===== config.mk =====
export PLATFORM = sky130hd
export DESIGN_NAME = pkt_rr_arbiter_flat
export DESIGN_NICKNAME = d
export VERILOG_FILES = /design/src/rtl/pkt_rr_arbiter_if.sv /design/src/rtl/pkt_rr_arbiter.sv /design/src/flat_wrapper.sv
export SDC_FILE = /design/constraint.sdc
export NUM_CORES = 1
export LEC_CHECK = 0
export ABC_AREA = 1
export CAP_MARGIN = 20
export CORE_MARGIN = 1
export CORE_UTILIZATION = 23
export DETAILED_ROUTE_END_ITERATION = 16
export REMOVE_ABC_BUFFERS = 1
export SLEW_MARGIN = 20
export SYNTH_ARGS = -nofsm -noshare
export SYNTH_HDL_FRONTEND = slang
export SYNTH_SLANG_ARGS = --single-unit

===== constraint.sdc =====
create_clock -name clk -period 4.75 [get_ports clk]
set_clock_uncertainty 0.2 [all_clocks]
set_input_delay 0.475 -clock clk [delete_from_list [all_inputs] [get_ports clk]]
set_output_delay 0.475 -clock clk [all_outputs]
set_load 0.05 [all_outputs]

===== src/rtl/pkt_rr_arbiter_if.sv =====
// Bundle of the two producer streams and the shared output stream of pkt_rr_arbiter.
// Handshake: a beat transfers on a rising edge where dinX_vld & dinX_rdy; the producer holds
// the beat stable while vld=1 and rdy=0. The output stream has no ready: dout_vld marks a beat.
interface pkt_rr_arbiter_if #(
  parameter int DATA_W = 8
);
  logic [DATA_W-1:0] din0;
  logic              din0_sop;
  logic              din0_eop;
  logic              din0_vld;
  logic              din0_rdy;
  logic [DATA_W-1:0] din1;
  logic              din1_sop;
  logic              din1_eop;
  logic              din1_vld;
  logic              din1_rdy;
  logic [DATA_W-1:0] dout;
  logic              dout_sop;
  logic              dout_eop;
  logic              dout_vld;
  logic              dout_ch;
  logic              err;

  modport master (
    output din0, din0_sop, din0_eop, din0_vld,
    output din1, din1_sop, din1_eop, din1_vld,
    input  din0_rdy, din1_rdy,
    input  dout, dout_sop, dout_eop, dout_vld, dout_ch, err
  );

  modport slave (
    input  din0, din0_sop, din0_eop, din0_vld,
    input  din1, din1_sop, din1_eop, din1_vld,
    output din0_rdy, din1_rdy,
    output dout, dout_sop, dout_eop, dout_vld, dout_ch, err
  );
endinterface


===== src/rtl/pkt_rr_arbiter.sv =====
// Two-source packet arbiter: round-robin grant per packet, 1-cycle registered output.
// Optional macro PKT_WDOG_EN: truncate packets longer than MAX_LEN beats and pulse err.
module pkt_rr_arbiter #(
  parameter int DATA_W  = 8,
  parameter int MAX_LEN = 64
) (
  input  logic                   clk,
  input  logic                   rst_n,
  pkt_rr_arbiter_if.slave        pkt_if,
  output logic [2:0]             dbg_state_o
);

  if (MAX_LEN < 2 || MAX_LEN > 255) begin : g_max_len_check
    $error("pkt_rr_arbiter: MAX_LEN must be in 2..255");
  end

  typedef enum logic [2:0] {
    IDLE  = 3'd0,
    GNT0  = 3'd1,
    GNT1  = 3'd2
`ifdef PKT_WDOG_EN
    ,
    DROP0 = 3'd3,
    DROP1 = 3'd4
`endif
  } state_e;

  state_e            state_q;
  logic              last_q;
  logic [DATA_W-1:0] dout_q;
  logic              dout_sop_q;
  logic              dout_eop_q;
  logic              dout_vld_q;
  logic              dout_ch_q;
`ifdef PKT_WDOG_EN
  localparam logic [7:0] CNT_LAST = 8'(MAX_LEN - 1);
  logic              err_q;
  logic [7:0]        cnt_q;
`endif

  logic              req0, req1, rdy0, rdy1;
  logic              cur_ch, cur_vld, cur_sop, cur_eop;
  logic [DATA_W-1:0] cur_data;

  always_comb begin
    req0   = pkt_if.din0_vld & pkt_if.din0_sop;
    req1   = pkt_if.din1_vld & pkt_if.din1_sop;
    rdy0   = 1'b0;
    rdy1   = 1'b0;
    cur_ch = 1'b0;
    case (state_q)
      IDLE: begin
        // Beats without sop cannot start a packet; drain them so the source unblocks.
        rdy0 = pkt_if.din0_vld & ~pkt_if.din0_sop;
        rdy1 = pkt_if.din1_vld & ~pkt_if.din1_sop;
      end
      GNT0: rdy0 = 1'b1;
      GNT1: begin
        rdy1   = 1'b1;
        cur_ch = 1'b1;
      end
`ifdef PKT_WDOG_EN
      DROP0: rdy0 = 1'b1;
      DROP1: begin
        rdy1   = 1'b1;
        cur_ch = 1'b1;
      end
`endif
      default: ;
    endcase
    cur_vld  = cur_ch ? pkt_if.din1_vld : pkt_if.din0_vld;
    cur_sop  = cur_ch ? pkt_if.din1_sop : pkt_if.din0_sop;
    cur_eop  = cur_ch ? pkt_if.din1_eop : pkt_if.din0_eop;
    cur_data = cur_ch ? pkt_if.din1     : pkt_if.din0;
  end

  always_ff @(posedge clk or negedge rst_n) begin
    if (!rst_n) begin
      state_q    <= IDLE;
      last_q     <= 1'b1;
      dout_q     <= '0;
      dout_sop_q <= 1'b0;
      dout_eop_q <= 1'b0;
      dout_vld_q <= 1'b0;
      dout_ch_q  <= 1'b0;
`ifdef PKT_WDOG_EN
      err_q      <= 1'b0;
      cnt_q      <= '0;
`endif
    end else begin
`ifdef PKT_WDOG_EN
      err_q <= 1'b0;
`endif
      case (state_q)
        IDLE: begin
          dout_vld_q <= 1'b0;
          // On a tie the source that did not send the previous packet wins.
          if (req0 && (!req1 || last_q)) state_q <= GNT0;
          else if (req1)                 state_q <= GNT1;
        end
        GNT0, GNT1: begin
          dout_vld_q <= cur_vld;
          if (cur_vld) begin
            dout_q     <= cur_data;
            dout_sop_q <= cur_sop;
            dout_eop_q <= cur_eop;
            dout_ch_q  <= cur_ch;
`ifdef PKT_WDOG_EN
            if (cur_eop) begin
              state_q <= IDLE;
              last_q  <= cur_ch;
              cnt_q   <= '0;
            end else if (cnt_q == CNT_LAST) begin
              dout_eop_q <= 1'b1;
              err_q      <= 1'b1;
              state_q    <= cur_ch ? DROP1 : DROP0;
              last_q     <= cur_ch;
              cnt_q      <= '0;
            end else begin
              cnt_q <= cnt_q + 8'd1;
            end
`else
            if (cur_eop) begin
              state_q <= IDLE;
              last_q  <= cur_ch;
            end
`endif
          end
        end
`ifdef PKT_WDOG_EN
        DROP0, DROP1: begin
          dout_vld_q <= 1'b0;
          if (cur_vld && cur_eop) state_q <= IDLE;
        end
`endif
        default: state_q <= IDLE;
      endcase
    end
  end

  assign pkt_if.din0_rdy = rdy0;
  assign pkt_if.din1_rdy = rdy1;
  assign pkt_if.dout     = dout_q;
  assign pkt_if.dout_sop = dout_sop_q;
  assign pkt_if.dout_eop = dout_eop_q;
  assign pkt_if.dout_vld = dout_vld_q;
  assign pkt_if.dout_ch  = dout_ch_q;
`ifdef PKT_WDOG_EN
  assign pkt_if.err      = err_q;
`else
  assign pkt_if.err      = 1'b0;
`endif
  assign dbg_state_o     = state_q;

endmodule


===== src/flat_wrapper.sv =====
// flat-port wrapper written by rule: the top's interface ports become plain ports
module pkt_rr_arbiter_flat 
#(
  parameter int DATA_W  = 8,
  parameter int MAX_LEN = 64
)
  (clk, rst_n, dbg_state_o, pkt_if_din0, pkt_if_din0_sop, pkt_if_din0_eop, pkt_if_din0_vld, pkt_if_din1, pkt_if_din1_sop, pkt_if_din1_eop, pkt_if_din1_vld, pkt_if_din0_rdy, pkt_if_din1_rdy, pkt_if_dout, pkt_if_dout_sop, pkt_if_dout_eop, pkt_if_dout_vld, pkt_if_dout_ch, pkt_if_err);
  pkt_rr_arbiter_if #(.DATA_W(DATA_W)) pkt_if_i ();
  input  logic clk;
  input  logic rst_n;
  output logic [2:0] dbg_state_o;
  input wire logic [$bits(pkt_if_i.din0)-1:0] pkt_if_din0;
  input wire logic [$bits(pkt_if_i.din0_sop)-1:0] pkt_if_din0_sop;
  input wire logic [$bits(pkt_if_i.din0_eop)-1:0] pkt_if_din0_eop;
  input wire logic [$bits(pkt_if_i.din0_vld)-1:0] pkt_if_din0_vld;
  input wire logic [$bits(pkt_if_i.din1)-1:0] pkt_if_din1;
  input wire logic [$bits(pkt_if_i.din1_sop)-1:0] pkt_if_din1_sop;
  input wire logic [$bits(pkt_if_i.din1_eop)-1:0] pkt_if_din1_eop;
  input wire logic [$bits(pkt_if_i.din1_vld)-1:0] pkt_if_din1_vld;
  output wire logic [$bits(pkt_if_i.din0_rdy)-1:0] pkt_if_din0_rdy;
  output wire logic [$bits(pkt_if_i.din1_rdy)-1:0] pkt_if_din1_rdy;
  output wire logic [$bits(pkt_if_i.dout)-1:0] pkt_if_dout;
  output wire logic [$bits(pkt_if_i.dout_sop)-1:0] pkt_if_dout_sop;
  output wire logic [$bits(pkt_if_i.dout_eop)-1:0] pkt_if_dout_eop;
  output wire logic [$bits(pkt_if_i.dout_vld)-1:0] pkt_if_dout_vld;
  output wire logic [$bits(pkt_if_i.dout_ch)-1:0] pkt_if_dout_ch;
  output wire logic [$bits(pkt_if_i.err)-1:0] pkt_if_err;
  assign pkt_if_i.din0 = pkt_if_din0;
  assign pkt_if_i.din0_sop = pkt_if_din0_sop;
  assign pkt_if_i.din0_eop = pkt_if_din0_eop;
  assign pkt_if_i.din0_vld = pkt_if_din0_vld;
  assign pkt_if_i.din1 = pkt_if_din1;
  assign pkt_if_i.din1_sop = pkt_if_din1_sop;
  assign pkt_if_i.din1_eop = pkt_if_din1_eop;
  assign pkt_if_i.din1_vld = pkt_if_din1_vld;
  assign pkt_if_din0_rdy = pkt_if_i.din0_rdy;
  assign pkt_if_din1_rdy = pkt_if_i.din1_rdy;
  assign pkt_if_dout = pkt_if_i.dout;
  assign pkt_if_dout_sop = pkt_if_i.dout_sop;
  assign pkt_if_dout_eop = pkt_if_i.dout_eop;
  assign pkt_if_dout_vld = pkt_if_i.dout_vld;
  assign pkt_if_dout_ch = pkt_if_i.dout_ch;
  assign pkt_if_err = pkt_if_i.err;
  pkt_rr_arbiter #(.DATA_W(DATA_W), .MAX_LEN(MAX_LEN)) u_core (.clk(clk), .rst_n(rst_n), .pkt_if(pkt_if_i), .dbg_state_o(dbg_state_o));
endmodule

======== Word level (Yosys, flattened, before mapping) ========
Cells that the tools add are included.
Widths: inputs -> output; s select.
word-level totals
  bits in registers ....................... 16
  latch bits .............................. 0
  memory bits (writable) .................. 0
  ROM bits ................................ 0
  input port bits ......................... 24
  output and inout bits ................... 18
  word-level logic and storage cells ...... 40
  memories ................................ 0
operators by class
  add/subtract/negate cells ............... 0
  $mul .................................... 0
  div/mod/pow operators ................... 0
  $lt $le $gt $ge ......................... 0
  eq/ne operators ......................... 5
  shift-type cells ........................ 0
  muxes and demuxes ....................... 13
  bitwise logic cells ..................... 6
  reductions and logical operators ........ 9
operator list
  kind                count
  $mux 3              4
  $mux 8              1
  $pmux 1 s2          3
  $pmux 3 s2          1
  $reduce_and 3->1    2
  $and 1x1->1         4
  $mux 1              4
  $ne 2x1->1 const B  2
  $eq 3x1->1 const B  1
  $eq 3x2->1 const B  1
  $logic_not 3->1     1
  $ne 3x1->1 const B  1
  $not 1->1           2
  $reduce_and 2->1    1
  $reduce_bool 2->1   1
  $reduce_or 2->1     1
  $logic_and 1x1->1   1
  $logic_not 1->1     1
  $logic_or 1x1->1    1

======== Logic depth before layout (Yosys ltp) ========
Gate-level depths: netlist of run 1.
  depth in word-level cells ............... 6
  gate-level depth with buffers ........... 10
  gate-level depth less buffers ........... 10

======== Least setup slack after synthesis of run 1 ========
OpenSTA, ideal clock, no wires.
  path kind ............................... register to output
  start point ............................. register u_core.state_q[0] (netlist: u_core.dbg_state_o[0])
  end point ............................... output port pkt_if_din1_rdy
  arrival time ............................ 2,156 ps
  required time ........................... 4,075 ps
  path slack .............................. 1,919 ps
  cell stages (with the launch flop) ...... 5
  path buffers ............................ 0
  path through ............................ dfrtp_1 inv_1 ha_1 inv_1 o31ai_1
on the way
  cells in the longest elaborated chain, start to end .. 2
  elaborated cells between the ends (all ways) .. 3
  those cells by class .................... 1 x eq/ne; 1 x mux; 1 x reduce/logical
ends and longest elaborated chain
  item                                                  RTL line              RTL
  from (decl)                                           pkt_rr_arbiter.sv:28  state_e state_q;
  from (signal assigned)                                pkt_rr_arbiter.sv:79  state_q <= IDLE;
  from (signal assigned)                                pkt_rr_arbiter.sv:98  if (req0 && (!req1 || last_q)) state_q <= GNT0;
  from (signal assigned)                                pkt_rr_arbiter.sv:99  else if (req1) state_q <= GNT1;
  $eq 3x2->1 / $logic_not 3->1 (equally long branches)  pkt_rr_arbiter.sv:51  case (state_q)
  $pmux 1 s2 *                                          pkt_rr_arbiter.sv:51
  to (decl)                                             flat_wrapper.sv:21    output wire logic [$bits(pkt_if_i.din1_rdy)-1:0] pkt_if_din1_rdy;
Every way passes the cells marked *; elsewhere a longest branch is shown, timed or not.

======== Worst setup path in the final report of run 1 ========
Ends and elaborated chain as after synthesis.

==> impl_results.md, run 1 <==
- Final instance area: 0.001353 mm2
- First-pass detailed-route iteration total: 4
- Worst-Skew Late Latency: 0.25 ns
- CP Cell Sequence: inv_1 -> ha_1 -> inv_2 -> o31ai_1 -> clkdlybuf4s50_1
- Switch share: 52.19%
- Post-CTS Setup Inserts: 0
- Crit share post-route: 65.83%
- Max-Slew Margin vs Limit: 54.02%
- Layout cells sized above 1: 12.59%
- CP Class: reg -> out
- Fillers: 408
- Placer Congestion: 0.7114
- Num ports: 42
- Core area: 0.003716 mm2
- CTS tree: built
- Post-DP Area: 0.001306 mm2
- Crit-path slowest cell: clkdlybuf4s50_1
- Global-route usage over all layers: 12.01%
- Nets: 172
- P_int: 0.4557 mW
- WL/cell: 11.61 um
- CP startpoint kind: flip-flop
- DP HPWL: 1.697 mm
- DR iter-0 viols: 44
- Clock-pin slew on the worst setup and hold paths: 0.06 ns
- Antenna Nets Post-Route: 0
- PnR worst setup slack: 1.623 ns
- Outcome: completed
- Leakage power total: 0.6417 nW
- Pwr Total: 0.9531 mW
- Seq/Total Area, Yosys: 41.81%
- Min cycle time layout: 3.127 ns
- Area occupied by multi-input gates: 440.4 um2
- # hold bufs at CTS: 0
- Vias/cell: 4.110
- Num CTS Buffers: 3
- Area growth, synth to finish: 50.14%
- Clock buffer depth: 2
- CTS HTree Levels: 1
- Residual DRC: 0
- Sequential power share: 23.5%
- Critical path fanouts, max: 15
- Post-CTS Resized: 0
- Cells after synthesis: 104
- # diodes: 0
- Total number of vias: 785
- Worst-margin pin slew: 0.6876 ns
- Largest net degree at the start of global routing: 16
- PwrDens: 704.7 mW/mm2
- Slew Limit Fails: 0
- Worst Hold Class: reg -> reg
- Post-Syn Area: 900.9 um2
- Share of total power in combinational logic: 65.7%
- Final Non-Filler Cells: 191
- Worst Setup End Kind: output pin
- First-pass GRT wire length: 3.774 mm
- Clock Sinks: 15
- NetSw: 0.4974 mW
- Die span in y: 64.59 um
- Clock power share: 10.8%
- Register area: 376.6 um2
- Syn avg cell area: 8.662 um2
- Die area: 0.004171 mm2
- Initial Util: 24.24%
- RSZ-0062 raised after global routing: false
- Req. time, crit path: 4.07 ns
- Port bufs: 39
- Synth Warn #: 0
- Count of cell types in the netlist: 21
- Root Driver: clkbuf_8
- Setup TNS: 0 ns
- Critical Path AT: 2.45 ns
- Crit-path max cell delay: 0.84 ns
- Initial antenna violation count: 0
- Yosys reg bits: 15
- Vias in the first global route: 815
- Final hold violation count: 0
- Final WL: 2.217 mm
- Placed instance count: 187
- Maximum vdd drop: 270.9 uV
- Global route overflow: 0
- Setup Viol. Count Final: 0
- Achievable clock frequency: 319.8 MHz
- Die Width: 64.59 um
- Pre-CTS WS: 1.871 ns
- MaxCap Viol Count: 0
- Row cnt: 22
==> layout make-up <==
cell class / count / area share, %
clock inverters: 1 / 0.3700
multi-input cells: 76 / 32.56
repair buffers: 39 / 28.86
inverters: 9 / 2.868
well taps: 48 / 4.440
flip-flops and latches: 15 / 27.84
clock buffers: 3 / 3.053
==> power groups by stage <==
stage	clock network, mW	logic (mW)	registers [mW]
3_3_place_gp	0	0.625	0.224
4_1_cts	0.105	0.635	0.225
6_report	0.103	0.626	0.224
2_1_floorplan	0	0.251	0.409
5_1_grt	0.112	0.679	0.233
3_5_place_dp	0	0.631	0.227
==> routing by layer <==
layer / up-vias / share of wire, % / global-route usage, %
met4: 0 / 1.2 / 5.000
met1: 347 / 46 / 15.91
met3: 2 / 5.2 / 2.289
li1: 406 / - / -
met5: - / 0 / 0
met2: 30 / 47 / 18.95
==> registers in the layout, indices dropped and copies added (netlist names) <==
name,count
u_core.dbg_state_o,2
u_core.pkt_if.dout_vld,1
u_core.pkt_if.dout,8
u_core.last_q,1
u_core.pkt_if.dout_ch,1
u_core.pkt_if.dout_sop,1
u_core.pkt_if.dout_eop,1
==> synthesized netlist by cell type <==
cell type	instances	area, um2
o21ai_2	1	8.760
or2_1	5	31.28
clkinv_4	1	8.760
buf_6	3	33.78
o211ai_1	9	67.56
o31ai_1	1	7.510
nand2_1	37	138.9
nand3_1	3	15.01
nor2_1	1	3.750
o21ai_0	2	10.01
or2_2	3	18.77
nand2_4	6	67.56
conb_1	1	3.750
ha_1	4	50.05
dfrtp_1	14	350.3
a31o_2	1	8.760
inv_2	1	3.750
dfstp_2	1	26.28
a21oi_1	1	5.000
buf_4	2	15.01
inv_1	7	26.28
==> kinds of logic after synthesis <==
logic type	synth area share [%]
simple gates	30.55
compound gates	11.94
flops	41.81
buf+inv	9.722
fa+ha+maj	5.556
other cells	0.4163
==> placed cells by master (no fill, tap or decap) <==
| master | count |
|---|---|
| inv_1 | 7 |
| o21ai_2 | 1 |
| clkbuf_8 | 3 |
| dfstp_2 | 1 |
| dfrtp_1 | 14 |
| clkinv_2 | 1 |
| nor2_1 | 1 |
| nand2_4 | 6 |
| o21ai_0 | 2 |
| ha_1 | 4 |
| conb_1 | 2 |
| nand3_1 | 3 |
| or2_2 | 3 |
| clkdlybuf4s50_1 | 39 |
| or2_1 | 5 |
| a31o_2 | 1 |
| nand2_1 | 37 |
| o211ai_1 | 9 |
| clkinv_4 | 1 |
| o31ai_1 | 1 |
| a21oi_1 | 1 |
| inv_2 | 1 |
==> per-stage QoR <==
| stage | hold slack, ns | utilization [%] |
|---|---|---|
| 2_1_floorplan | -0.02059 | - |
| 3_3_place_gp | 0.2636 | 35.15 |
| 3_5_place_dp | 0.2660 | 35.15 |
| 4_1_cts | 0.2836 | 36.40 |
| 5_1_grt | 0.2948 | 36.40 |
| 6_report | 0.2776 | 36.40 |
==> critical path, delay by kind of cell, from the launching register on <==
family                     cells  cell delay (ns)
buffers and inverters          3             1.16
DFF                            1             0.42
AOI/OAI and AO/OA              1             0.12
adders and majority gates      1             0.50
==> final timing paths <==
path                                        from  slack (ns)                    end  depth (start not counted)
max                        u_core.dbg_state_o[0]        1.62        pkt_if_din1_rdy                          5
min                        u_core.pkt_if.dout[0]        0.28  u_core.pkt_if.dout[0]                          2
max reg2reg                u_core.dbg_state_o[0]        2.48  u_core.pkt_if.dout[6]                          9
min reg2reg                u_core.pkt_if.dout[0]        0.28  u_core.pkt_if.dout[0]                          2
max in group asynchronous                  rst_n        3.47  u_core.dbg_state_o[1]                          1
min in group asynchronous                  rst_n        0.44  u_core.pkt_if.dout[4]                          1
Power figures use the tool's default switching activity.
==> inputs of run 2 (changes only) <==
clock period = 3.1 ns   (was 4.75 ns; I/O delays follow)
==> impl_results.md, run 2 (synthesis results as in run 1) <==
- Clock-pin slew on the worst setup and hold paths: 0.06 ns
- Setup Viol. Count Final: 0
- CP startpoint kind: flip-flop
- Reg-to-Reg Start: u_core.dbg_state_o[0]
- DR iter-0 viols: 13
- Global route overflow: 0
- Area growth, synth to finish: 49.72%
- Total number of vias: 791
- Largest register FFs: 8
- Placer Congestion: 0.7043
- Die Width: 64.59 um
- Crit-path slowest cell: ha_1
- Post-CTS Resized: 0
- Num ports: 42
- Row cnt: 22
- Slew Limit Fails: 0
- Pre-CTS WS: 0.7146 ns
- Critical Path AT: 1.94 ns
- Commonest non-fill, non-tap cell in the layout: clkdlybuf4s50_1
- MaxCap Viol Count: 0
- # diodes: 0
- Achievable clock frequency: 408.5 MHz
- Fillers: 390
- Pwr Total: 1.463 mW
- Die area: 0.004171 mm2
- Core area: 0.003716 mm2
- Worst Hold Class: in -> async
- Post-CTS Setup Inserts: 0
- Initial antenna violation count: 0
- First-pass detailed-route iteration total: 4
- Layout cells sized above 1: 12.59%
- CTS HTree Levels: 1
- Crit share post-route: 78.96%
- Worst-margin pin slew: 0.6666 ns
- CP Class: reg -> out
- Leakage power total: 0.6401 nW
- Vias/cell: 4.141
- Final WL: 2.072 mm
- Worst Setup End Kind: output pin
- CP Cell Sequence: inv_1 -> ha_1 -> inv_2 -> o31ai_1 -> buf_4
- Root Driver: clkbuf_8
- Placed instance count: 187
- RSZ-0062 raised after global routing: false
- Initial Util: 24.24%
- Global-route usage over all layers: 10.83%
- Min cycle time layout: 2.448 ns
- Port bufs: 39
- Finished Core Util: 36.30%
- Nets: 172
- Crit path buf inv count: 3
- Final Non-Filler Cells: 191
- Maximum vdd drop: 290.1 uV
- Crit-path max cell delay: 0.53 ns
- CTS tree: built
- Vias in the first global route: 762
- PwrDens: 1085 mW/mm2
- Critical path fanouts, max: 15
- Setup TNS: 0 ns
- Clock buffer depth: 2
- Num CTS Buffers: 3
- Clock Sinks: 15
- Max-Slew Margin vs Limit: 55.42%
- Critical Path Start: u_core.dbg_state_o[0]
- # hold bufs at CTS: 0
- Largest delay share family, worst path: buffers and inverters
- PnR worst setup slack: 0.6522 ns
- Final hold violation count: 0
- Req. time, crit path: 2.59 ns
- Largest net degree at the start of global routing: 16
- Most frequent cells in the layout: clkdlybuf4s50_1 (38), nand2_1 (37), dfrtp_1 (14)
- Outcome: completed
- Antenna Nets Post-Route: 0
- WL/cell: 10.85 um
- Die span in y: 64.59 um
- First-pass GRT wire length: 3.429 mm
- Residual DRC: 0
- R2r setup slk: 0.73 ns
- DP HPWL: 1.511 mm
- Worst-Skew Late Latency: 0.24 ns
-- run 2: cell count changes in the layout (fill, tap and decap cells not counted) --
cell | before | now
buf_4 | 0 | 1
clkdlybuf4s50_1 | 39 | 38
clkinv_2 | 1 | 0
clkbuf_1 | 0 | 1
-- run 2: area by class of cell --
cell class	count	area (um2)	share of cell area (%)
multi-input cells	76	440.4	32.65
flip-flops and latches	15	376.6	27.92
repair buffers	39	387.9	28.76
well taps	48	60.06	4.453
clock buffers	4	45.04	3.340
inverters	9	38.79	2.876
-- run 2: worst paths after layout --
path / to / depth (start not counted)
setup reg to reg: u_core.pkt_if.dout[0] / 9
hold reg to reg: u_core.pkt_if.dout[0] / 2
min in group clk: u_core.pkt_if.dout[0] / 2
max in group asynchronous: u_core.pkt_if.dout_vld / 1
setup / recovery: pkt_if_din1_rdy / 5
hold / removal: u_core.pkt_if.dout[6] / 1
-- run 2: layer usage --
metal	GRT usage, %	wire (um)
met2	17.89	939
met1	13.39	982
met3	1.761	120
met5	0	0
met4	5.833	30
-- run 2: worst register-to-register path, cell delays in order (launching register included) --
cell and delay [ns]:
dfrtp_1 0.43, inv_1 0.10, ha_1 0.53, inv_2 0.26, nand2_1 0.18, nand2_4 0.07
nand2_4 0.16, clkinv_4 0.15, o211ai_1 0.11, nand2_1 0.07
-- run 2: where the power goes --
| part | switching [mW] | internal [mW] | total, mW |
|---|---|---|---|
| sequential | 0.0527 | 0.290 | 0.343 |
| clock | 0.0639 | 0.0908 | 0.155 |
| combinational | 0.649 | 0.316 | 0.965 |
| total | 0.766 | 0.697 | 1.46 |
-- run 2: stage by stage --
stage | hold WS, ns | area [um2]
floorplan | -0.1856 | 855.8
global placement | 0.2620 | 1304
detailed placement | 0.2662 | 1304
CTS | 0.2805 | 1349
global route | 0.2906 | 1349
finish | 0.2755 | 1349
